`config.mk`:
```
export PLATFORM = sky130hd
export DESIGN_NAME = pipe_skid_stage
export DESIGN_NICKNAME = d
export VERILOG_FILES = /design/src/rtl/pipe_skid_stage.sv
export SDC_FILE = /design/constraint.sdc
export NUM_CORES = 1
export LEC_CHECK = 0
export CORE_AREA = 4 4 142 144
export CTS_CLUSTER_DIAMETER = 40
export CTS_CLUSTER_SIZE = 20
export DETAILED_ROUTE_END_ITERATION = 16
export DIE_AREA = 0 0 146 148
export GPL_TIMING_DRIVEN = 1
export PLACE_DENSITY = 0.74
export SLEW_MARGIN = 20
export SYNTH_ARGS = -nofsm -noshare
export SYNTH_HDL_FRONTEND = slang
export SYNTH_SLANG_ARGS = --single-unit
```
`constraint.sdc`:
```
create_clock -name clk -period 1.7 [get_ports clk]
set_input_delay 0.51 -clock clk [delete_from_list [all_inputs] [get_ports clk]]
set_output_delay 0.51 -clock clk [all_outputs]
set_load 0.02 [all_outputs]
```
`src/rtl/pipe_skid_stage.sv`:
```
// ---------------------------------------------------------------------------
// pipe_skid_stage
//
// Generic pipeline stage register with a valid/ready handshake and a
// two-entry skid buffer. It replaces the hand-written IF/ID, ID/EX, EX/MEM
// and MEM/WB latches of the 5-stage core.
//
// Back-pressure from the downstream stage (out_ready_i) never reaches
// in_ready_o combinationally: in_ready_o is a flop that depends only on
// whether the skid entry is occupied. While the main entry is stalled, one
// extra payload can still be accepted into the skid entry.
//
// A flush (or reset) empties both entries and loads NOP_VALUE into the
// payload registers, so downstream sees a bubble.
//
// Optional feature (macro PIPE_SKID_STATS_EN):
//   adds saturating stall_cnt_o / flush_cnt_o statistics counters.
//
// Parameters:
//   DATA_W     payload width in bits
//   NOP_VALUE  bubble payload driven after reset or flush
//
// Ports:
//   clk          clock, all state changes on the rising edge
//   rst          synchronous, active-high reset
//   flush_i      squash all held entries this cycle
//   in_valid_i   upstream offers a payload
//   in_ready_o   stage can accept (registered)
//   in_data_i    upstream payload
//   out_valid_o  out_data_o holds a live payload (registered)
//   out_ready_i  downstream accepts this cycle
//   out_data_o   payload to the next stage (registered)
//   stall_cnt_o  [PIPE_SKID_STATS_EN] cycles with out_valid_o && !out_ready_i
//   flush_cnt_o  [PIPE_SKID_STATS_EN] cycles with flush_i asserted
// ---------------------------------------------------------------------------
module pipe_skid_stage #(
   parameter int unsigned          DATA_W    = 96,
   parameter logic [DATA_W-1:0]    NOP_VALUE = {DATA_W{1'b0}}
) (
   input  logic              clk,
   input  logic              rst,
   input  logic              flush_i,
   input  logic              in_valid_i,
   output logic              in_ready_o,
   input  logic [DATA_W-1:0] in_data_i,
   output logic              out_valid_o,
   input  logic              out_ready_i,
   output logic [DATA_W-1:0] out_data_o
`ifdef PIPE_SKID_STATS_EN
   ,
   output logic [31:0]       stall_cnt_o,
   output logic [15:0]       flush_cnt_o
`endif
);

   // EMPTY: nothing held. ONE: main entry live. FULL: main and skid live.
   typedef enum logic [1:0] {
      StEmpty = 2'd0,
      StOne   = 2'd1,
      StFull  = 2'd2
   } state_e;

   state_e              state_q;
   logic                out_valid_q;
   logic                in_ready_q;
   logic [DATA_W-1:0]   out_data_q;
   logic [DATA_W-1:0]   skid_data_q;

   logic                in_xfer;
   logic                out_xfer;

   assign in_xfer  = in_valid_i && in_ready_q;
   assign out_xfer = out_valid_q && out_ready_i;

   // Single state machine; out_valid_q / in_ready_q are kept as flops next to
   // the state so both handshake outputs come straight from registers.
   always_ff @(posedge clk) begin
      if (rst || flush_i) begin
         // An input offered this cycle is dropped; an output transfer this
         // cycle has already been seen by the consumer.
         state_q     <= StEmpty;
         out_valid_q <= 1'b0;
         in_ready_q  <= 1'b1;
         out_data_q  <= NOP_VALUE;
         skid_data_q <= NOP_VALUE;
      end else begin
         unique case (state_q)
            StEmpty: begin
               if (in_xfer) begin
                  state_q     <= StOne;
                  out_valid_q <= 1'b1;
                  out_data_q  <= in_data_i;
               end
            end

            StOne: begin
               if (in_xfer && out_xfer) begin
                  out_data_q <= in_data_i;
               end else if (in_xfer) begin
                  // Downstream stalled: park the new payload in the skid slot.
                  state_q     <= StFull;
                  in_ready_q  <= 1'b0;
                  skid_data_q <= in_data_i;
               end else if (out_xfer) begin
                  state_q     <= StEmpty;
                  out_valid_q <= 1'b0;
               end
            end

            StFull: begin
               // in_ready_q is low here, so no input can arrive.
               if (out_xfer) begin
                  state_q    <= StOne;
                  in_ready_q <= 1'b1;
                  out_data_q <= skid_data_q;
               end
            end

            default: begin
               state_q     <= StEmpty;
               out_valid_q <= 1'b0;
               in_ready_q  <= 1'b1;
               out_data_q  <= NOP_VALUE;
               skid_data_q <= NOP_VALUE;
            end
         endcase
      end
   end

   assign in_ready_o  = in_ready_q;
   assign out_valid_o = out_valid_q;
   assign out_data_o  = out_data_q;

`ifdef PIPE_SKID_STATS_EN
   logic [31:0] stall_cnt_q;
   logic [15:0] flush_cnt_q;

   // Counters saturate rather than wrap; only rst clears them, flush does not.
   always_ff @(posedge clk) begin
      if (rst) begin
         stall_cnt_q <= '0;
         flush_cnt_q <= '0;
      end else begin
         if (out_valid_q && !out_ready_i && (stall_cnt_q != '1)) begin
            stall_cnt_q <= stall_cnt_q + 32'd1;
         end
         if (flush_i && (flush_cnt_q != '1)) begin
            flush_cnt_q <= flush_cnt_q + 16'd1;
         end
      end
   end

   assign stall_cnt_o = stall_cnt_q;
   assign flush_cnt_o = flush_cnt_q;
`endif

endmodule

```
Word-level counts from Yosys, hierarchy flattened. Index checks and enable logic that the tools add are counted.

Register bits after elaboration: 196. Bits of input ports: 101. Word-level logic and storage cells: 50.

Eq/ne operators: 10. Multiplexer cells: 21. Bitwise gates (word level): 3. Reduce and logical (&&, ||, !) cells: 11.

Operators by type and width (count): $mux 96 (4); $pmux 96 s3 (1); $pmux 96 s2 (1); $ne 2x2->1 const B (7); $mux 2 (5); $reduce_and 4->1 (2); $mux 1 (7); $pmux 1 s3 (2); $pmux 2 s3 (1); $reduce_and 3->1 (2); $reduce_and 5->1 (1); $logic_and 1x1->1 (3); $ne 3x3->1 const B (1); $not 1->1 (3); $eq 2x1->1 const B (1); $eq 2x2->1 const B (1); $logic_not 2->1 (1); $reduce_or 2->1 (1); $logic_or 1x1->1 (1).

Longest topological paths before layout. Gate-level depths: netlist of run 1.

Word-level depth: 5. Mapped depth: 7. Mapped depth without buffers: 4.

Worst setup path after synthesis of run 1. No wires, ideal clock.

Path kind: register to register. Start: register out_valid_q (netlist: out_valid_o). End: register skid_data_q[55]. Setup time: 0.072 ns. Arrival time: 1.484 ns. Required time: 1.628 ns. Path slack: 0.144 ns. Stages on the path, launching flop included: 8. Buffers on the path: 3. Period minus slack after synthesis: 1.556 ns. Path through: dfxtp_1 and2_2 nor2_1 o21ai_1 buf_2 buf_6 buf_6 mux2i_1.

Cells in the longest elaborated chain, start to end: 4.

Ends and longest elaborated chain: start: declaration (line 64) `logic out_valid_q;`; start signal: assignment (line 82) `out_valid_q <= 1'b0;`; start signal: assignment (line 91) `out_valid_q <= 1'b1;`; start signal: assignment (line 106) `out_valid_q <= 1'b0;`; $logic_and 1x1->1 (line 73) `assign out_xfer = out_valid_q && out_ready_i;`; $logic_and 1x1->1 (line 97) `if (in_xfer && out_xfer) begin`; $ne 2x2->1 (no source line); $reduce_and 3->1 (no source line); end signal: assignment (line 103) `skid_data_q <= in_data_i;`; end: declaration (line 67) `logic [DATA_W-1:0] skid_data_q;`.

Every way passes these cells. A chain may end at the register's enable or synchronous reset.

Final worst setup path of run 1.
Start: register out_valid_q (netlist: out_valid_o). End: output out_valid_o.

RTL lines: end: declaration (line 46) `output logic out_valid_o,`.

No word-level cell between the ends.

==> run metrics, run 1 <==
status=complete, no violations; final hold vios=0; Buf/Inv on CP=1; Synth cell types=32; HP Class=reg -> reg; largest area contributor in the netlist=dfxtp_1; Pwr Density=883 nW/um^2; Critical-path top delay cell=dfxtp_1; Sink Count=196; r2r startpoint=out_valid_o$_SDFFE_PP0P_; vias in the first global route=7747; critical path type=reg -> out; worst-path maximum fanout=5; Hold Path End=skid_data_q[33]$_SDFFE_PP0P_; Clock Pin Slew Worst Setup and Hold Paths=roughly 0.07 ns; DR WL/cell=~15 microns; All-Layer GR Usage=21.7%; Post-Syn Area=9010 sq um; Startpoint Class=flop; post-synthesis adder-cell area fraction=0%; fmax=599 MHz; largest net degree at the start of global routing=99; Die ar.=~22000 sq um; height of the die=148 microns; first-pass GRT wire length=39000 microns; XOR/XNOR Fraction of Synth Area=0.0972%; Core Region=roughly 19000 sq um; worst hold path stage count=2; Tmin final=1.67 ns; sequential area share after synthesis=43.6%; 1st-pass router iterations=5; syn avg cell area=about 7.6 sq um; Worst Max-Slew Pin Slew=roughly 0.54 ns; Slew Limit Headroom=64.3%; YS warnings=0; IO Pins=roughly 200; Worst Clk Skew=between 0.008 and 0.009 ns; Top Family by Delay on Critical Path=flip-flops; number of synthesized flops with an enable pin=0; Synth top area share=43.6%; H-Tree Depth=4; top post-synthesis cells by area=dfxtp_1, nand2_1, mux2i_1, nor2_1, o22ai_1; Layout Nets=1451; CP Data Arrival Time=1.16 ns; root buf cell=clkbuf_16; placed instance area=between 10000 and 15000 sq um; max-cap check violation count=0; commonest cells in the synthesized netlist=nand2_1, dfxtp_1, nor2_1; row count=50; CTS tree=done; #FFs+latches synth=196; Post-route DRC=0; reg2reg end=skid_data_q[89]$_SDFFE_PP0P_; critical path endpoint category=output pin; Initial DRC Count=483; mux share of post-synthesis cell area=10.7%; main combinational cell family by area after synthesis=simple AND/OR/NAND/NOR gates; Leakage Power=5.54 nW; initial antenna violation count=0; FFs w/ async S/R, synth=0%; Synth Area in Compound Gates=under 10%; dominant cell by count in the synthesized netlist=nand2_1; Post-Synth Simple-Gate Area=about 28%; Final GP Congestion=0.746; max-slew violation count=0; Via-to-Cell Ratio=5.13; Port Buffers=198; r2r setup slk=0.18 ns; Top FF cell, synth=dfxtp_1; Hold WS=0.458 ns; maximum root-to-sink buffer count=2; VDD IR-drop max=0.745 mV; period utilisation layout=98.2%; final total power=about 11 mW; worst path cell trace=clkdlybuf4s15_2; Num CTS Buffers=17; unrepaired setup endpoints after global routing=true; Ant. Diodes=0; cells on worst reg2reg path=5; hold path start=skid_data_q[33]$_SDFFE_PP0P_; Layout Area Growth over Synthesis=32.3%; Detailed Place HPWL=15600 microns; CP max stage delay=0.41 ns; gr ovfl total=0; initial core utilization=about 48%; # setup viols final=0; final setup TNS=0 ns; fin area=between 10000 and 15000 sq um; Detailed Route WL=24500 microns; Die W=146 microns; Post-Syn Nets=1287; Via Count=8185; Clock Latency Late Sink=roughly 0.42 ns; share of cells above drive strength 1=9.46%; worst path required time=1.19 ns; Synth Instances=1186; Routed Antenna Nets=0
-- sequential cells by signal, summed over array words and instances, names as in the netlist --
name	flops
skid_data_q	96
out_valid_o	1
state_q	2
in_ready_o	1
out_data_o	96
-- cell families after synthesis --
group / after synthesis
mux: 96
flops: 196
buf+inv: 193
xor+xnor: 1
compound gates: 108
simple gates: 592
-- report_power, final --
| part | internal (mW) | total [mW] | switching (mW) |
|---|---|---|---|
| combinational | 0.717 | 1.60 | 0.881 |
| clock | 2.32 | 4.15 | 1.83 |
| sequential | 4.71 | 4.77 | 0.0671 |
-- per-layer routing --
metal | wire (microns) | GRT usage [%]
met1 | 11200 | 28.8
met2 | 11500 | 36.3
met3 | 1550 | 5.24
met4 | 233 | 4.52
met5 | 0 | 0
-- worst max path at each step --
stage                           startpoint  cells after the start                      endpoint  slack (ns)
3_5_place_dp                   out_ready_i                      6  skid_data_q[65]$_SDFFE_PP0P_       -0.53
2_1_floorplan     out_valid_o$_SDFFE_PP0P_                      7  skid_data_q[55]$_SDFFE_PP0P_        0.14
3_3_place_gp                   out_ready_i                      6  skid_data_q[65]$_SDFFE_PP0P_       -0.49
5_1_grt           out_valid_o$_SDFFE_PP0P_                      1                   out_valid_o       -0.02
6_report          out_valid_o$_SDFFE_PP0P_                      1                   out_valid_o        0.03
4_1_cts        out_data_o[63]$_SDFFE_PP0P_                      1                out_data_o[63]        0.02
-- metrics by stage --
step | utilization [%] | instances | setup WS [ns]
floorplan | - | 1186 | 0.144
global placement | 60.4 | 1559 | -0.487
detailed placement | 60.4 | 1559 | -0.527
CTS | 63.1 | 1591 | 0.0224
global route | 63.7 | 1597 | -0.0189
finish | 63.7 | 1597 | 0.0314
-- cell usage in the layout, fill, tap and decap left out, drive strengths merged --
| master | n |
|---|---|
| a211o | 1 |
| a21o | 1 |
| a21oi | 4 |
| a31oi | 1 |
| a32oi | 1 |
| and2 | 2 |
| and2b | 1 |
| buf | 42 |
| bufinv | 2 |
| clkbuf | 23 |
| clkdlybuf4s15 | 5 |
| clkdlybuf4s50 | 99 |
| clkinv | 5 |
| dfxtp | 196 |
| dlygate4sd2 | 92 |
| dlymetal6s2s | 1 |
| inv | 101 |
| mux2i | 96 |
| nand2 | 292 |
| nand3 | 1 |
| nand3b | 1 |
| nor2 | 196 |
| nor2b | 1 |
| nor3 | 97 |
| o21a | 1 |
| o21ai | 2 |
| o21bai | 1 |
| o22ai | 96 |
| or2 | 1 |
| xor2 | 1 |
-- area by class of cell --
cell class | instances | area (sq um)
clock buffers | 20 | 467
clock inverters | 12 | 143
fillers | 1609 | 6790
inverters | 96 | 360
multi-input cells | 797 | 4260
flip-flops and latches | 196 | 3930
well taps | 234 | 293
repair buffers | 242 | 2460
-- timing repair --
item                       CTS  global route
gates cloned                 0             3
setup buffers                0             3
pin swaps                    0             1
hold buffers                 0             0
setup endpoints to repair  126           128
resized for setup          103            13
(Power assumes the default switching activity.)
==> run 2: changes to the inputs <==
--- a/config.mk
+++ b/config.mk
@@ -12,6 +12,7 @@
 export DIE_AREA = 0 0 146 148
 export GPL_TIMING_DRIVEN = 1
 export PLACE_DENSITY = 0.74
+export SKIP_LAST_GASP = 1
 export SLEW_MARGIN = 20
 export SYNTH_ARGS = -nofsm -noshare
 export SYNTH_HDL_FRONTEND = slang
==> run 2 against run 1 <==
Maximum frequency barely moved. Flip-flop and latch count did not move. Die area did not move. First-iteration DRC count fell by 1.4%. Critical path type is now in -> reg. Highest routed layer unchanged.
==> run metrics, run 2 (same netlist as run 1, synthesis figures left out) <==
Via-to-Cell Ratio=5.13 (+0.18%); status=complete, no violations; commonest non-fill, non-tap cell in the layout=nand2_1; period utilisation layout=98.1% (about the same); Worst Clk Skew=0.0103 ns (+0.00155 ns); H-Tree Depth=4 (unchanged); final hold vios=0 (unchanged); DR WL/cell=15.4 microns (+0.16%); Num CTS Buffers=17 (unchanged); fmax=600 MHz (about the same); unrepaired setup endpoints after global routing=true; Clock Latency Late Sink=0.43 ns (about the same); commonest cells after routing, fill and taps aside=nand2_1, nor2_1, dfxtp_1, clkdlybuf4s50_1; placed instance area=11300 sq um (unchanged); Clock Pin Slew Worst Setup and Hold Paths=0.07 ns (about the same); worst path required time=2.05 ns (+0.86 ns); Layout Area Growth over Synthesis=32.3% (about the same); Post-route DRC=0 (unchanged); share of cells above drive strength 1=9.61% (+0.15 points); CP Data Arrival Time=2.02 ns (+0.86 ns); row count=50 (unchanged); Detailed Route WL=24500 microns (+0.16%); gr ovfl total=0 (unchanged); max-slew violation count=0 (unchanged); initial antenna violation count=0 (unchanged); Detailed Place HPWL=15600 microns (unchanged); first-pass GRT wire length=39100 microns (about the same); Startpoint Class=input port; Critical-path top delay cell=clkdlybuf4s50_1; maximum root-to-sink buffer count=2 (unchanged); Fillers=1607 (-0.12%); Buf/Inv on CP=2 (+1); Port Buffers=198 (unchanged); Core Region=18700 sq um (unchanged); VDD IR-drop max=0.743 mV (-0.29%); Layout Nets=1451 (unchanged); 1st-pass router iterations=5 (unchanged); fin area=11900 sq um (about the same); final core area utilization=63.7% (about the same); final setup TNS=0 ns (unchanged); worst-path maximum fanout=37 (+32); CTS tree=done; hold buffers post-CTS=0 (unchanged); critical path endpoint category=flop; Worst Max-Slew Pin Slew=0.517 ns (-0.0191 ns); Sink Count=196 (unchanged); Ant. Diodes=0 (unchanged); CP max stage delay=0.47 ns (+0.06 ns); Final GP Congestion=0.746 (unchanged); root buf cell=clkbuf_16; largest net degree at the start of global routing=99 (unchanged); All-Layer GR Usage=21.7% (about the same); IO Pins=199 (unchanged); # setup viols final=0 (unchanged); max-cap check violation count=0 (unchanged); vias in the first global route=7746 (-0.013%); Die ar.=21600 sq um (unchanged); Leakage Power=5.54 nW (-0.13%); Routed Antenna Nets=0 (unchanged); HP Class=reg -> reg; Via Count=8200 (+0.18%); final total power=10.5 mW (about the same); height of the die=148 microns (unchanged); critical path type=in -> reg; Pwr Density=884 nW/um^2 (about the same); worst path cell trace=clkdlybuf4s50_1 > and2_2 > nor2_1 > o21ai_4 > buf_12 > mux2i_1; Die W=146 microns (unchanged); Slew Limit Headroom=65.5% (+1.3 points); Top Family by Delay on Critical Path=buffers and inverters; initial core utilization=48.1% (unchanged); Initial DRC Count=476 (-1.4%); Tmin final=1.67 ns (-0.00157 ns)
==> run 2: tightest hold or removal path, cell delays in order (launching register included) <==
cell and delay [ns]:
dfxtp_1 0.31, nand2_1 0.05, mux2i_1 0.05
==> run 2: through the flow <==
stage / hold WS (ns) / setup WS, ns / instances
floorplan: 0.438 / 0.144 / 1186
global placement: 0.444 / -0.487 / 1559
detailed placement: 0.451 / -0.527 / 1559
CTS: 0.460 / -0.0605 / 1591
global route: 0.479 / -0.0448 / 1597
finish: 0.457 / 0.0330 / 1597
==> run 2: where the power goes <==
group	internal (mW)	switching [mW]	total (mW)	leakage (nW)
clock network	2.32	1.83	4.16	0.304
registers	4.71	0.0666	4.77	1.59
logic	0.718	0.884	1.60	3.64
==> run 2: worst paths after layout <==
path | cells after the start | slack (ns) | to | start
worst max-delay path | 6 | 0.03 | skid_data_q[89]$_SDFFE_PP0P_ | out_ready_i
worst min-delay path | 2 | 0.46 | skid_data_q[8]$_SDFFE_PP0P_ | skid_data_q[8]$_SDFFE_PP0P_
worst max register to register | 5 | 0.16 | skid_data_q[89]$_SDFFE_PP0P_ | out_valid_o$_SDFFE_PP0P_
worst min register to register | 2 | 0.46 | skid_data_q[8]$_SDFFE_PP0P_ | skid_data_q[8]$_SDFFE_PP0P_
==> run 2: layout make-up <==
class	count	area (sq um)	area share (%)
Sequential cell	196	3930	33.0
Inverter	96	360	3.02
Timing Repair Buffer	242	2450	20.6
Multi-Input combinational cell	797	4270	35.8
Clock buffer	20	467	3.92
Tap cell	234	293	2.46
Clock inverter	12	143	1.20
==> run 2: layer usage <==
metal	GRT usage (%)	up-vias	wire (microns)
met5	0	-	0
met4	4.52	0	210
li1	-	4140	-
met2	36.3	235	11700
met3	5.24	16	1530
met1	28.9	3809	11100
==> run 2: repair_timing <==
item                       CTS  global route
resized for setup          101            16
setup buffers                0             3
gates cloned                 0             3
setup endpoints to repair  126           130
pin swaps                    0             1
hold endpoints to repair     0             0
